`src/rtl/mem_arbiter.sv`:
```
// Two-requester (CPU / loader) arbiter for a single-port 512x32 synchronous RAM.
// Define MEM_ARB_ROUND_ROBIN_EN for round-robin tie-breaking; otherwise the CPU always wins ties.
module mem_arbiter (
  input  logic        clk,
  input  logic        reset,
  input  logic        cpu_req,
  input  logic        cpu_we,
  input  logic [8:0]  cpu_addr,
  input  logic [31:0] cpu_wdata,
  output logic [31:0] cpu_rdata,
  output logic        cpu_ack,
  input  logic        ld_req,
  input  logic        ld_we,
  input  logic [8:0]  ld_addr,
  input  logic [31:0] ld_wdata,
  output logic [31:0] ld_rdata,
  output logic        ld_ack,
  output logic [8:0]  mem_addr,
  output logic [31:0] mem_wdata,
  output logic        mem_read,
  output logic        mem_write,
  input  logic [31:0] mem_rdata,
  output logic [1:0]  gnt,
  output logic        busy
);

  typedef enum logic [1:0] {
    IDLE    = 2'd0,
    ACCESS  = 2'd1,
    CAPTURE = 2'd2,
    DONE    = 2'd3
  } state_t;

  state_t      state;
  state_t      next_state;
  logic        any_req;
  logic        pick_ld;
  logic        grant_now;
  logic        lat_we;
  logic [8:0]  lat_addr;
  logic [31:0] lat_wdata;
  logic [1:0]  owner;

  assign any_req   = cpu_req | ld_req;
  assign grant_now = (state == IDLE) && any_req;

`ifdef MEM_ARB_ROUND_ROBIN_EN
  // last_ld = 1 means the loader owned the most recent grant; it loses the next tie.
  logic last_ld;

  always_comb begin
    pick_ld = ld_req && (!cpu_req || !last_ld);
  end

  always_ff @(posedge clk) begin
    if (!reset) begin
      last_ld <= 1'b1;
    end else if (grant_now) begin
      last_ld <= pick_ld;
    end
  end
`else
  always_comb begin
    pick_ld = ld_req && !cpu_req;
  end
`endif

  always_ff @(posedge clk) begin
    if (!reset) begin
      state <= IDLE;
    end else begin
      state <= next_state;
    end
  end

  always_comb begin
    next_state = state;
    case (state)
      IDLE:    if (any_req) next_state = ACCESS;
      ACCESS:  next_state = CAPTURE;
      CAPTURE: next_state = DONE;
      DONE:    next_state = IDLE;
      default: next_state = IDLE;
    endcase
  end

  always_comb begin
    mem_read  = (state == ACCESS) && !lat_we;
    mem_write = (state == ACCESS) && lat_we;
    mem_addr  = lat_addr;
    mem_wdata = lat_wdata;
    busy      = (state != IDLE);
    gnt       = owner;
  end

  // Only the owner's ack/rdata move; rdata loads on reads only, when RAM data is valid.
  always_ff @(posedge clk) begin
    if (!reset) begin
      lat_we    <= 1'b0;
      lat_addr  <= '0;
      lat_wdata <= '0;
      owner     <= 2'b00;
      cpu_ack   <= 1'b0;
      ld_ack    <= 1'b0;
      cpu_rdata <= '0;
      ld_rdata  <= '0;
    end else begin
      if (grant_now) begin
        lat_we    <= pick_ld ? ld_we    : cpu_we;
        lat_addr  <= pick_ld ? ld_addr  : cpu_addr;
        lat_wdata <= pick_ld ? ld_wdata : cpu_wdata;
        owner     <= pick_ld ? 2'b10    : 2'b01;
      end
      if (state == CAPTURE) begin
        if (owner[0]) begin
          cpu_ack <= 1'b1;
          if (!lat_we) cpu_rdata <= mem_rdata;
        end
        if (owner[1]) begin
          ld_ack <= 1'b1;
          if (!lat_we) ld_rdata <= mem_rdata;
        end
      end
      if (state == DONE) begin
        cpu_ack <= 1'b0;
        ld_ack  <= 1'b0;
        owner   <= 2'b00;
      end
    end
  end

endmodule

```
`config.mk`:
```
export PLATFORM = sky130hd
export DESIGN_NAME = mem_arbiter
export DESIGN_NICKNAME = d
export VERILOG_FILES = /design/src/rtl/mem_arbiter.sv
export SDC_FILE = /design/constraint.sdc
export NUM_CORES = 1
export LEC_CHECK = 0
export CAP_MARGIN = 20
export CORE_UTILIZATION = 43
export CTS_CLUSTER_SIZE = 30
export DETAILED_ROUTE_END_ITERATION = 8
export HOLD_SLACK_MARGIN = 0.03
export PLACE_DENSITY = 0.91
export SYNTH_ARGS = -nofsm -noshare
export SYNTH_HDL_FRONTEND = slang
export SYNTH_SLANG_ARGS = --single-unit
```
`constraint.sdc`:
```
create_clock -name clk -period 2.1 [get_ports clk]
set_input_delay 0.525 -clock clk [delete_from_list [all_inputs] [get_ports clk]]
set_output_delay 0.525 -clock clk [all_outputs]
set_load 0.02 [all_outputs]
```
-- Word-level counts from Yosys, hierarchy flattened
Index checks and enable logic that the tools add are counted.
- output and inout port bits: 112
- register bits after elaboration: 112
- input bits: 120
- ROM bits: 0
- bits in latches: 0
- bits in writable memories: 0
- memories: 0
- reductions and logical operators: 13
- equality and inequality tests: 4
- bitwise gates (word level): 3
- shift operators: 0
- mux-type cells: 6
- add/subtract/negate cells: 0
- div/mod/pow operators: 0
- multiply operators: 0
- order comparisons: 0
- operators by type and width (operator ; number):
    32-bit two-way mux ; 1
    9-bit two-way mux ; 1
    2-bit one-hot mux with 4 select lines ; 1
    3-bit AND reduction ; 2
    2-bit == test (second input constant) ; 2
    1-bit logical AND ; 4
    2-bit two-way mux ; 2
    2-bit AND reduction ; 2
    2-bit by 1-bit == test with 1-bit output (second input constant) ; 1
    1-bit logical NOT ; 2
    2-bit logical NOT ; 1
    2-bit inequality test (second input constant) ; 1
    1-bit NOT ; 2
    2-bit nonzero test ; 1
    2-bit OR reduction ; 1
    1-bit two-way mux ; 1
    1-bit OR ; 1

-- Depth between registers and ports, before layout
- depth in word-level cells: 3
- depth in mapped cells: 7

-- Worst setup path after synthesis
Ideal clock, no wire load.
- kind: flip-flop to output port
- start point: reg state[1]
- end point: out mem_read
- arrival time: 892 ps
- cell stages (with the launch flop): 4
- path slack: 683 ps
- buffers on the path: 0
- path through: dfxtp_1 inv_1 ha_1 nor2b_1
- longest elaborated chain between the ends: 2
- RTL lines (what ; RTL line ; text):
    start, declared ; 34 ; state_t state;
    start signal, assigned ; 72 ; state <= next_state;
    2-bit by 1-bit == test with 1-bit output ; 88 ; mem_read = (state == ACCESS) && !lat_we;
    1-bit logical AND ; 88 ;
    end, declared ; 20 ; output logic mem_read,
No other way between the ends.

-- Worst setup path in the final report
- start point: reg owner[0], in the netlist gnt[0]
- end point: out gnt[0]
- RTL lines (what ; RTL line ; text):
    start, declared ; 42 ; logic [1:0] owner;
    start signal, assigned ; 112 ; owner <= pick_ld ? 2'b10 : 2'b01;
    end, declared ; 23 ; output logic [1:0] gnt,
No word-level cell between the ends.

==> results.yml <==
die:
  die_w_um: 105
  fp.dieH_um: 105
  start_util_pct: 44.3
  rows: 37
  die_area_sq_mm: 0.0110
  io_pins: 232
  coreArea_sq_mm: 0.0103
timing:
  rsz0062_at_grt: "false"
  slew_headroom_pct: 55.9
  finalCritPeriodShare_pct: 96.1
  setup_viol: 0
  fin_skew_ps: 11.3
  fin_hold_ws_ps: 458
  max_slew.worst_pin.slew_ps: 661
  slew_violations: 0
  hold_viol: 0
  fin_tns_setup_ps: 0
  fmax_mhz: 496
  period_needed_ps: 2020
logic_synthesis:
  syn_area_sq_mm: 0.00456
  synth_top_area_share_pct: 49.2
  synth_area_leaders: "dfxtp_1, nand2_1, a21boi_0"
  synth_warnings: 0
  synth_fa_ha_area_share_pct: 1.65
  async_flop_share_pct: 0
  ys_ff_latch: 112
  synth-edff-count: 0
  synth_common_cells: "nand2_1, dfxtp_1, a21boi_0, a31oi_1, o21ai_0"
  ys_dominant_reg_cell: "dfxtp_1"
  syn_nets: 677
  avgSynthCellArea_sq_um: 8.27
  synth_compound_area_share_pct: 22.0
  synth_cell_type_count: 29
  synthMuxAreaShare_pct: 0.220
  synthSimpleGateAreaFrac_pct: 19.8
  synthXorXnorAreaFrac_pct: 0
  synth_most_common_cell: "nand2_1"
  yosysTopAreaCell: "dfxtp_1"
  synth_top_family_by_area: "compound AO/OA/AOI/OAI gates"
  synth_cells: 551
  synth_seq_area_share_pct: 49.2
power_and_ir_drop:
  clkPwrFrac_pct: 20.8
  seqPwrFrac_pct: 40.9
  irDropWorstVdd_mv: 0.600
  power_frac_comb_pct: 38.3
  intPower_mw: 4.45
  leakagePower_nw: 2.57
  p_sw_share_pct: 34.1
  p_switching_mw: 2.30
  cellPowerDensity_mw_per_mm2: 950
worst_setup_path:
  crit_path_max_incr_delay_ps: 690
  critPathTopFamily: "buffers and inverters"
  crit_path_end_kind: "output pin"
  crit_type: "flop to output pin"
  critical_path_depth: 1
  critPathRequiredTime_ps: 1570
  worst-path-max-fanout: 5
  cp.buffers_inverters: 1
  reg2reg_depth: 5
  cp_data_arrival_time_ps: 1490
  crit_chain: "clkdlybuf4s50_1"
  slowest_stage: "clkdlybuf4s50_1"
  cp-start-kind: "flop"
worst_hold_path:
  hold_class: "flop to flop"
  min_path_cells: 2
placement:
  hpwl_um: 9650
  portBuffers: 231
  routabilityCongestion: 0.869
drt:
  wl_per_cell_um: 14.5
  drt-initial-drc-count: 198
  drc_errors: 0
  vias_per_cell: 5.08
  routed_wl_um: 13000
  vias: 4565
  ant_nets: 0
  drt-pass1-iter-count: 6
clock_tree:
  clock_tree.buffer_depth: 2
  cts_resized: 4
  worstSkewPairLatency_ps: 360
  cts_tree: "yes"
  path_clk_slew_ps: 90
  cts_hold_repair.buffers: 0
  cts_buffers: 9
  htree_levels: 3
  cts_setup_buffers: 0
  clock_sink_count: 112
  cts-root-buf: "clkbuf_8"
global_routing:
  grtUsageMet3_pct: 6.11
  grt_pass1_wl_um: 21000
  antenna_found_initial: 0
  gr-total-overflow: 0
  grt_usage_pct: 24.0
  use_met1_pct: 28.1
  grt.busiest_layer: "met2"
  grt_use_met2_pct: 41.2
  grt_max_degree: 65
  grt_pass1_vias: 4333
layout:
  drive_gt1_share_pct: 4.33
  seqCellArea_sq_mm: 0.00225
  multi_input_area_sq_mm: 0.00199
  nFillCells: 779
  final_nets: 885
  areaGrowthSynthToFinish_pct: 55.8
  n_antenna_cell: 0
status:
  status: "finished, final reports clean"
flow_run:
  cap_viol_max_count: 0
==> routing by layer <==
layer	share of wire, %	up-vias
met2	50	223
met5	0	-
met3	7.6	28
li1	-	2245
met4	3.0	0
met1	39	2069
==> layout make-up <==
class | count | area share [%]
clock buffers | 10 | 1.94
clock inverters | 5 | 1.15
inverters | 3 | 0.159
multi-input cells | 391 | 28.0
flip-flops and latches | 112 | 31.6
well taps | 136 | 2.40
repair buffers | 242 | 34.7
==> power groups by stage <==
| stage | Clock (mW) | Combinational [mW] | Sequential [mW] |
|---|---|---|---|
| floorplan | 0 | 0.969 | 3.18 |
| global placement | 0 | 2.54 | 2.78 |
| detailed placement | 0 | 2.61 | 2.80 |
| CTS | 1.43 | 2.59 | 2.76 |
| global route | 1.53 | 2.77 | 2.81 |
| finish | 1.40 | 2.58 | 2.76 |
==> stage by stage <==
step | setup WS, ps | cells | total power [mW] | utilization (%) | cell area (sq um)
finish | 82.9 | 899 | 6.74 | 69.1 | 7100
global route | 8.18 | 899 | 7.11 | 69.1 | 7100
CTS | 51.5 | 899 | 6.78 | 69.0 | 7100
detailed placement | 177 | 884 | 5.40 | 66.9 | 6880
global placement | 214 | 884 | 5.32 | 66.9 | 6880
floorplan | 683 | 551 | 4.15 | - | 4560
==> worst register-to-register path, stage by stage, from the launching register on <==
cell	delay, ps
dfxtp_1	350
inv_1	140
ha_1	250
and3b_2	630
nand2_1	120
a21boi_0	220
==> final timing paths <==
kind                             startpoint                         to  slack, ps
setup reg to reg      state[0]$_SDFFE_PN0P_   ld_rdata[2]$_SDFFE_PN0P_        310
hold / removal    ld_rdata[19]$_SDFFE_PN0P_  ld_rdata[19]$_SDFFE_PN0P_        460
setup / recovery        gnt[0]$_SDFFE_PP0P_                     gnt[0]         80
hold reg to reg   ld_rdata[19]$_SDFFE_PN0P_  ld_rdata[19]$_SDFFE_PN0P_        460
==> cells by family after synthesis <==
kind of cell,Yosys count
AOI/OAI and AO/OA,155
adders and majority gates,6
muxes,1
buffers and inverters,48
DFF,112
and+or+nand+nor,229
==> sequential cells by signal (all words and copies together) (netlist names) <==
| signal | count |
|---|---|
| cpu_ack | 1 |
| cpu_rdata | 32 |
| gnt | 2 |
| lat_we | 1 |
| ld_ack | 1 |
| ld_rdata | 32 |
| mem_addr | 9 |
| mem_wdata | 32 |
| state | 2 |
==> layout by cell type (no fill, tap or decap) <==
master           synthesis  routed
a21boi_1                19      19
a22oi_1                  1       1
buf_4                    8       5
a31oi_1                 42      42
nand3b_1                 2       2
a211oi_1                 1       1
nand2b_1                 2       2
clkbuf_8                 4      10
or3b_1                   1       1
o21ai_0                 23      23
bufinv_16                0       2
inv_1                    3       3
nor2b_2                  0       1
o21a_2                   1       1
clkinv_2                 0       1
ha_1                     6       6
dlygate4sd2_1            0       2
and2_2                   1       1
clkdlybuf4s15_1          0       1
a21boi_0                45      45
a21oi_1                  3       3
buf_12                   0       6
o211a_1                  1       1
clkdlybuf4s50_1          0     227
and3b_2                  2       2
clkinvlp_4               0       1
nor2b_1                  3       2
mux2i_1                  1       1
nand2_1                214     214
nor2_1                   4       4
buf_2                   14       1
clkinv_4                 0       1
dfxtp_1                112     111
dfxtp_4                  0       1
o21ai_1                 19      19
Note: power is estimated with default switching activity, not from simulation.
